[config.mk]
export PLATFORM = sky130hd
export DESIGN_NAME = mlsu_req_arbiter
export DESIGN_NICKNAME = d
export VERILOG_FILES = /design/src/rtl/mlsu_req_arbiter.sv
export SDC_FILE = /design/constraint.sdc
export NUM_CORES = 1
export LEC_CHECK = 0
export ABC_AREA = 1
export BUFFER_PORTS_ARGS = -buffer_cell sky130_fd_sc_hd__buf_2
export CAP_MARGIN = 20
export CORE_MARGIN = 5
export CORE_UTILIZATION = 44
export DETAILED_ROUTE_END_ITERATION = 12
export PLACE_DENSITY = 0.72
export RECOVER_POWER = 100
export SYNTH_ARGS = -nofsm -noshare
export SYNTH_HDL_FRONTEND = slang
export SYNTH_SLANG_ARGS = --single-unit
[constraint.sdc]
create_clock -name clk_i -period 2.6 [get_ports clk_i]
set_input_delay 0.52 -clock clk_i [delete_from_list [all_inputs] [get_ports clk_i]]
set_output_delay 0.52 -clock clk_i [all_outputs]
set_load 0.05 [all_outputs]
[src/rtl/mlsu_req_arbiter.sv]
// mlsu_req_arbiter
//   Round-robin arbiter that funnels NrReq load/store requesters onto the single
//   MLSU request port. A one-entry output register holds the granted payload
//   until the control machine accepts it. Accepted-but-uncompleted stores are
//   counted so that stores can be throttled at MaxStOutstanding and loads can
//   optionally wait for all outstanding stores to drain.
//
// Ports
//   clk_i, rst_i        clock, asynchronous active-high reset
//   req_valid_i         per-requester request valid
//   req_ready_o         per-requester one-cycle accept pulse (at most one bit set)
//   req_i               per-requester payload
//   req_is_store_i      per-requester 1 = store, 0 = load
//   order_en_i          1 = loads wait until no store is outstanding
//   mlsu_req_valid_o    held request valid towards the control machine
//   mlsu_req_ready_i    control machine accepts the held request
//   mlsu_req_o          registered payload of the held request
//   st_done_i           one-cycle pulse: one store fully completed
//   core_st_pending_o   outstanding store count is non-zero
//   st_cnt_o            outstanding store count
//   err_o               sticky: st_done_i arrived with nothing outstanding
module mlsu_req_arbiter #(
   parameter int  NrReq            = 2,
   parameter int  MaxStOutstanding = 8,
   parameter type mlsu_init_req_t  = logic
) (
   input  logic                                        clk_i,
   input  logic                                        rst_i,
   input  logic [NrReq-1:0]                            req_valid_i,
   output logic [NrReq-1:0]                            req_ready_o,
   input  mlsu_init_req_t                              req_i [NrReq-1:0],
   input  logic [NrReq-1:0]                            req_is_store_i,
   input  logic                                        order_en_i,
   output logic                                        mlsu_req_valid_o,
   input  logic                                        mlsu_req_ready_i,
   output mlsu_init_req_t                              mlsu_req_o,
   input  logic                                        st_done_i,
   output logic                                        core_st_pending_o,
   output logic [$clog2(MaxStOutstanding+1)-1:0]       st_cnt_o,
   output logic                                        err_o
);

   localparam int IdxW = (NrReq > 1) ? $clog2(NrReq) : 1;
   localparam int CntW = $clog2(MaxStOutstanding + 1);
   localparam logic [CntW-1:0] MaxCnt  = CntW'(MaxStOutstanding);
   localparam logic [IdxW:0]   NrReqW  = (IdxW+1)'(NrReq);

   typedef enum logic [0:0] {
      IDLE = 1'b0,
      HOLD = 1'b1
   } state_e;

   state_e              state_q, state_d;
   logic [IdxW-1:0]     rr_ptr_q, rr_ptr_d;
   logic [CntW-1:0]     st_cnt_q, st_cnt_d;
   logic                err_q, err_d;
   mlsu_init_req_t      mlsu_req_q, mlsu_req_d;

   logic [NrReq-1:0]    eligible;
   logic [2*NrReq-1:0]  elig_dbl;
   logic                found;
   logic [IdxW:0]       offset;
   logic [IdxW:0]       win_sum;
   logic [IdxW:0]       next_sum;
   logic [IdxW-1:0]     winner;
   logic [IdxW-1:0]     rr_next;
   logic                store_room;
   logic                load_ok;
   logic                st_inc;

   // Eligibility uses the count as it stands this cycle, before any update.
   always_comb begin
      store_room = (st_cnt_q < MaxCnt);
      load_ok    = ~order_en_i | (st_cnt_q == {CntW{1'b0}});
      for (int i = 0; i < NrReq; i++) begin
         eligible[i] = req_valid_i[i] & (req_is_store_i[i] ? store_room : load_ok);
      end
   end

   // Round-robin search: rotate so rr_ptr sits at bit 0, take the lowest set bit,
   // then map the offset back to an absolute requester index.
   always_comb begin
      elig_dbl = {eligible, eligible} >> rr_ptr_q;
      found    = 1'b0;
      offset   = {(IdxW+1){1'b0}};
      for (int k = 0; k < NrReq; k++) begin
         offset = (!found && elig_dbl[k]) ? (IdxW+1)'(k) : offset;
         found  = found | elig_dbl[k];
      end
      win_sum  = {1'b0, rr_ptr_q} + offset;
      winner   = IdxW'((win_sum >= NrReqW) ? (win_sum - NrReqW) : win_sum);
      next_sum = {1'b0, winner} + (IdxW+1)'(1);
      rr_next  = IdxW'((next_sum == NrReqW) ? {(IdxW+1){1'b0}} : next_sum);
   end

   // Grant / hold state machine next-state; accept pulse is suppressed in reset.
   always_comb begin
      state_d     = state_q;
      rr_ptr_d    = rr_ptr_q;
      mlsu_req_d  = mlsu_req_q;
      req_ready_o = {NrReq{1'b0}};
      st_inc      = 1'b0;
      case (state_q)
         IDLE: begin
            if (found && !rst_i) begin
               req_ready_o[winner] = 1'b1;
               mlsu_req_d          = req_i[winner];
               st_inc              = req_is_store_i[winner];
               state_d             = HOLD;
               rr_ptr_d            = rr_next;
            end else begin
               state_d = IDLE;
            end
         end
         HOLD: begin
            if (mlsu_req_ready_i) begin
               state_d = IDLE;
            end else begin
               state_d = HOLD;
            end
         end
         default: begin
            state_d = IDLE;
         end
      endcase
   end

   // Outstanding store counter; a decrement with nothing outstanding flags err.
   always_comb begin
      st_cnt_d = st_cnt_q;
      err_d    = err_q;
      if (st_inc && !st_done_i) begin
         st_cnt_d = st_cnt_q + CntW'(1);
      end else if (!st_inc && st_done_i) begin
         if (st_cnt_q != {CntW{1'b0}}) begin
            st_cnt_d = st_cnt_q - CntW'(1);
         end else begin
            err_d = 1'b1;
         end
      end else begin
         st_cnt_d = st_cnt_q;
      end
   end

   // State, pointer, counter and payload registers.
   always_ff @(posedge clk_i or posedge rst_i) begin
      if (rst_i) begin
         state_q    <= IDLE;
         rr_ptr_q   <= {IdxW{1'b0}};
         st_cnt_q   <= {CntW{1'b0}};
         err_q      <= 1'b0;
         mlsu_req_q <= '0;
      end else begin
         state_q    <= state_d;
         rr_ptr_q   <= rr_ptr_d;
         st_cnt_q   <= st_cnt_d;
         err_q      <= err_d;
         mlsu_req_q <= mlsu_req_d;
      end
   end

   assign mlsu_req_valid_o  = (state_q == HOLD);
   assign mlsu_req_o        = mlsu_req_q;
   assign st_cnt_o          = st_cnt_q;
   assign core_st_pending_o = (st_cnt_q != {CntW{1'b0}});
   assign err_o             = err_q;

endmodule

==> results list <==
- Excluding fillers, the count of instances in the completed layout stands at 111.
* Post-detail-place hpwl: 1.01 mm
* PostCTS Resize Cnt: 0
* Worst slew margin relative to its limit: 0.600
- Dividing the detail-routed via count by the number of cells gives 4.85.
- The analysis attributes to net switching a power of roughly 520 uW.
- Of the synthesized area, sequential elements account for 0.331.
- Category of cells accounting for the largest share of critical-path delay: buffers and inverters
- Final hold viol count: 0
* Final Util: 0.580
- Synthesized flop and latch total: 8
- Starting Density: 0.464
- Post-CTS timing repair inserted 0 buffers for setup.
- The clock drives 8 sinks.
- In this run the number of H-tree levels came out at 1.
- The cell sitting at the root of the clock tree is a sky130_fd_sc_hd__clkbuf_4.
- Synthesized area: 604 um^2
- Max-slew violations: 0
- The flow ran to the end, and the final reports show no timing, DRC or antenna violations.
* Number of port buffers: 20
- The internal portion of the total power is 405 uW.
* Timing-limited maximum frequency: 427 MHz
- Slack of the worst reg-to-reg path: 300 ps
- The setup path with the least slack is of type flip-flop to output port.
- Placed cell count: 107
- Endpoint of the lowest-slack register-to-register path: st_cnt_o[3]
- Residual DRC count: 0
* Power density over the cells: 1220 nW/um^2
* Die area: 2210 um^2
- In this design, the stage delay of the slowest critical-path cell is around 460 ps.
- Among all stages on the critical path, the largest delay is contributed by sky130_fd_sc_hd__clkbuf_1.
- TritonCTS clock tree: done
- Maximum VDD drop: 0.000576 V
- The share of total power dissipated in combinational logic is 0.612.
- Maximum number of pins on one net before global-route repair: 9
- Latest clock arrival within the worst-skew pair: between 200 and 300 ps
- Slew of the pin with the lowest slew margin: 603 ps
- Fraction of power spent switching nets: 0.562
- On the final layout, the worst hold slack is 203 ps.
- Hold_buf cts: 0
- The region available for standard cell placement spans approximately 1300 um^2.
* Residual antenna-violating net count after detailed routing: 0
- Crit path time final: 2340 ps
- Count of TritonRoute iterations in the first routing pass: 4
- 21 I/O pins were placed.
- Number of antenna violations at the first check in global routing: 0
* Total number of yosys warnings: 0
* First-pass GRT wire length: 2.01 mm
- Final setup fails: 0
* Top flip-flop cell by instance count after synthesis: sky130_fd_sc_hd__dfrtp_1
- The critical path goes through nor2_2, nand2_2, nand3_2, nand3_4, clkinv_4, nand2_1, inv_1, clkbuf_1.
* WL final: 1.19 mm
- Average detailed-routed wire length per instance: around 11 um
- Tot Pwr: 924 uW
- Hold Crit Class: primary input to async pin
* CTS Buffer Depth: 2
- Number of rows created at floorplan: 13
* Clock slew at the register clock pins of the worst setup and hold paths: 60 ps
- For this block, the via count after detailed routing is 538.
* Overall Global Routing Usage: 0.129
- Die X-Extent: around 47 um
- The critical path contains buffers and inverters numbering 3 combined.
* Max-cap viol count: 0
- Of all nets on the critical path, the largest fanout is 6.
* Number of enable-type register cells in the synthesized netlist: 0
- The share of total power dissipated in sequential elements is 0.278.
- Of the available clock period, the critical path in the final layout requires 0.901.
* Ys async rst share: 1.00
* Number of inserted diodes: 0
- The detailed router finished its first iteration with 4 violations.
- Counting cells, the worst reg-to-reg path comes to 15.
- The total overflow left after global routing is 0.
- Leak Pwr: around 0.37 nW
- Number of nets at the end of the flow: 113
- In this run, CTS created clock tree buffers numbering 3.
- Required time of the critical path: 2080 ps
* Setup TNS: 0 ps
- Overall die height: roughly 47 um
- Nature of the critical path startpoint: flip-flop
* Distinct cell type count after synthesis: 22
* Vias in the first global route: 500
- Area Growth Syn to Fin: 24.8%
* Kind of end point of the critical path: output port
- When the netlist entered floorplanning its net count stood at 87.
- FF-to-FF Start: st_cnt_o[3]
* Avg Cell Area, Syn: 8.51 um^2
- Arrival time worst endpoint: 1820 ps
* GP Congestion: between 0.7 and 0.8
- Unrepaired setup endpoints after global routing: false
- For the final database, setup skew stands at 19.1 ps.
- Post-Synthesis Cells: 71
* Share of power burned in the clock network: 0.110
- In the final layout, the share of cells above drive strength 1 is 0.323.
-- final cells by class --
cell class / count / area, um^2
timing repair buffer: 21 / 96.3
clock buffer: 4 / 26.3
multi-input combinational: 49 / 353
sequential: 8 / 203
tap: 15 / 18.8
fill: 139 / 547
inverter: 14 / 57.6
-- cell usage after synthesis, types with 2 or more instances --
cell type | n | share of area
sky130_fd_sc_hd__nand3_1 | 10 | 0.083
sky130_fd_sc_hd__nand2_1 | 11 | 0.068
sky130_fd_sc_hd__nor2_2 | 2 | 0.021
sky130_fd_sc_hd__nand2_2 | 3 | 0.031
sky130_fd_sc_hd__a21boi_1 | 2 | 0.025
sky130_fd_sc_hd__dfrtp_1 | 8 | 0.33
sky130_fd_sc_hd__inv_1 | 12 | 0.075
sky130_fd_sc_hd__ha_1 | 4 | 0.083
sky130_fd_sc_hd__xnor2_1 | 3 | 0.043
sky130_fd_sc_hd__nand3_2 | 4 | 0.066
-- cells in the final DEF (no fill, tap or decap), drive strengths merged, types with 2 or more instances in the layout --
master	n
nand3	15
inv	13
nor2	4
clkbuf	14
xnor2	3
buf	11
a21boi	2
ha	4
dfrtp	8
nand2	14
-- registers in the layout, indices dropped and copies added, names as in the netlist --
register          count
err_o                 1
mlsu_req_o            1
mlsu_req_valid_o      1
rr_ptr_q              1
st_cnt_o              4
-- power by group through the flow --
stage	Clock [mW]	Combinational, mW	Sequential, mW
floorplan	0	0.292	0.425
global placement	0	0.578	0.258
detailed placement	0	0.587	0.259
CTS	0.106	0.590	0.257
global route	0.109	0.627	0.270
finish	0.102	0.565	0.257
-- kinds of logic (layout without fill, tap and decap cells) --
kind of cell / after synthesis / after routing / share of synthesized area
fa+ha+maj: 5 / 5 / 0.116
compound gates: 7 / 7 / 0.0766
buf+inv: 14 / 39 / 0.0952
simple gates: 33 / 33 / 0.323
flops: 8 / 8 / 0.331
xor+xnor: 4 / 4 / 0.0580
-- routing by layer --
layer | up-vias | share of wire | global-route usage
li1 | 281 | - | -
met1 | 239 | 0.46 | 0.170
met2 | 15 | 0.45 | 0.209
met3 | 3 | 0.068 | 0.0115
met4 | 0 | 0.019 | 0.0663
met5 | - | 0 | 0
-- worst max-delay path by stage --
stage                 startpoint              to  slack, ps  cells after the start
2_1_floorplan        st_cnt_o[2]     st_cnt_o[3]         30                     15
3_3_place_gp   req_is_store_i[1]     st_cnt_o[3]        120                     13
3_5_place_dp   req_is_store_i[1]     st_cnt_o[3]        120                     13
4_1_cts              st_cnt_o[1]     st_cnt_o[3]        260                     15
5_1_grt              st_cnt_o[3]     st_cnt_o[3]         70                     14
6_report             st_cnt_o[3]  req_ready_o[0]        260                      8
-- per-stage QoR --
step | instance area (um^2) | setup slack [ps]
2_1_floorplan | 614 | 27.8
3_3_place_gp | 741 | 125
3_5_place_dp | 741 | 118
4_1_cts | 767 | 264
5_1_grt | 754 | 66.3
6_report | 754 | 257
Power figures use the tool's default switching activity.
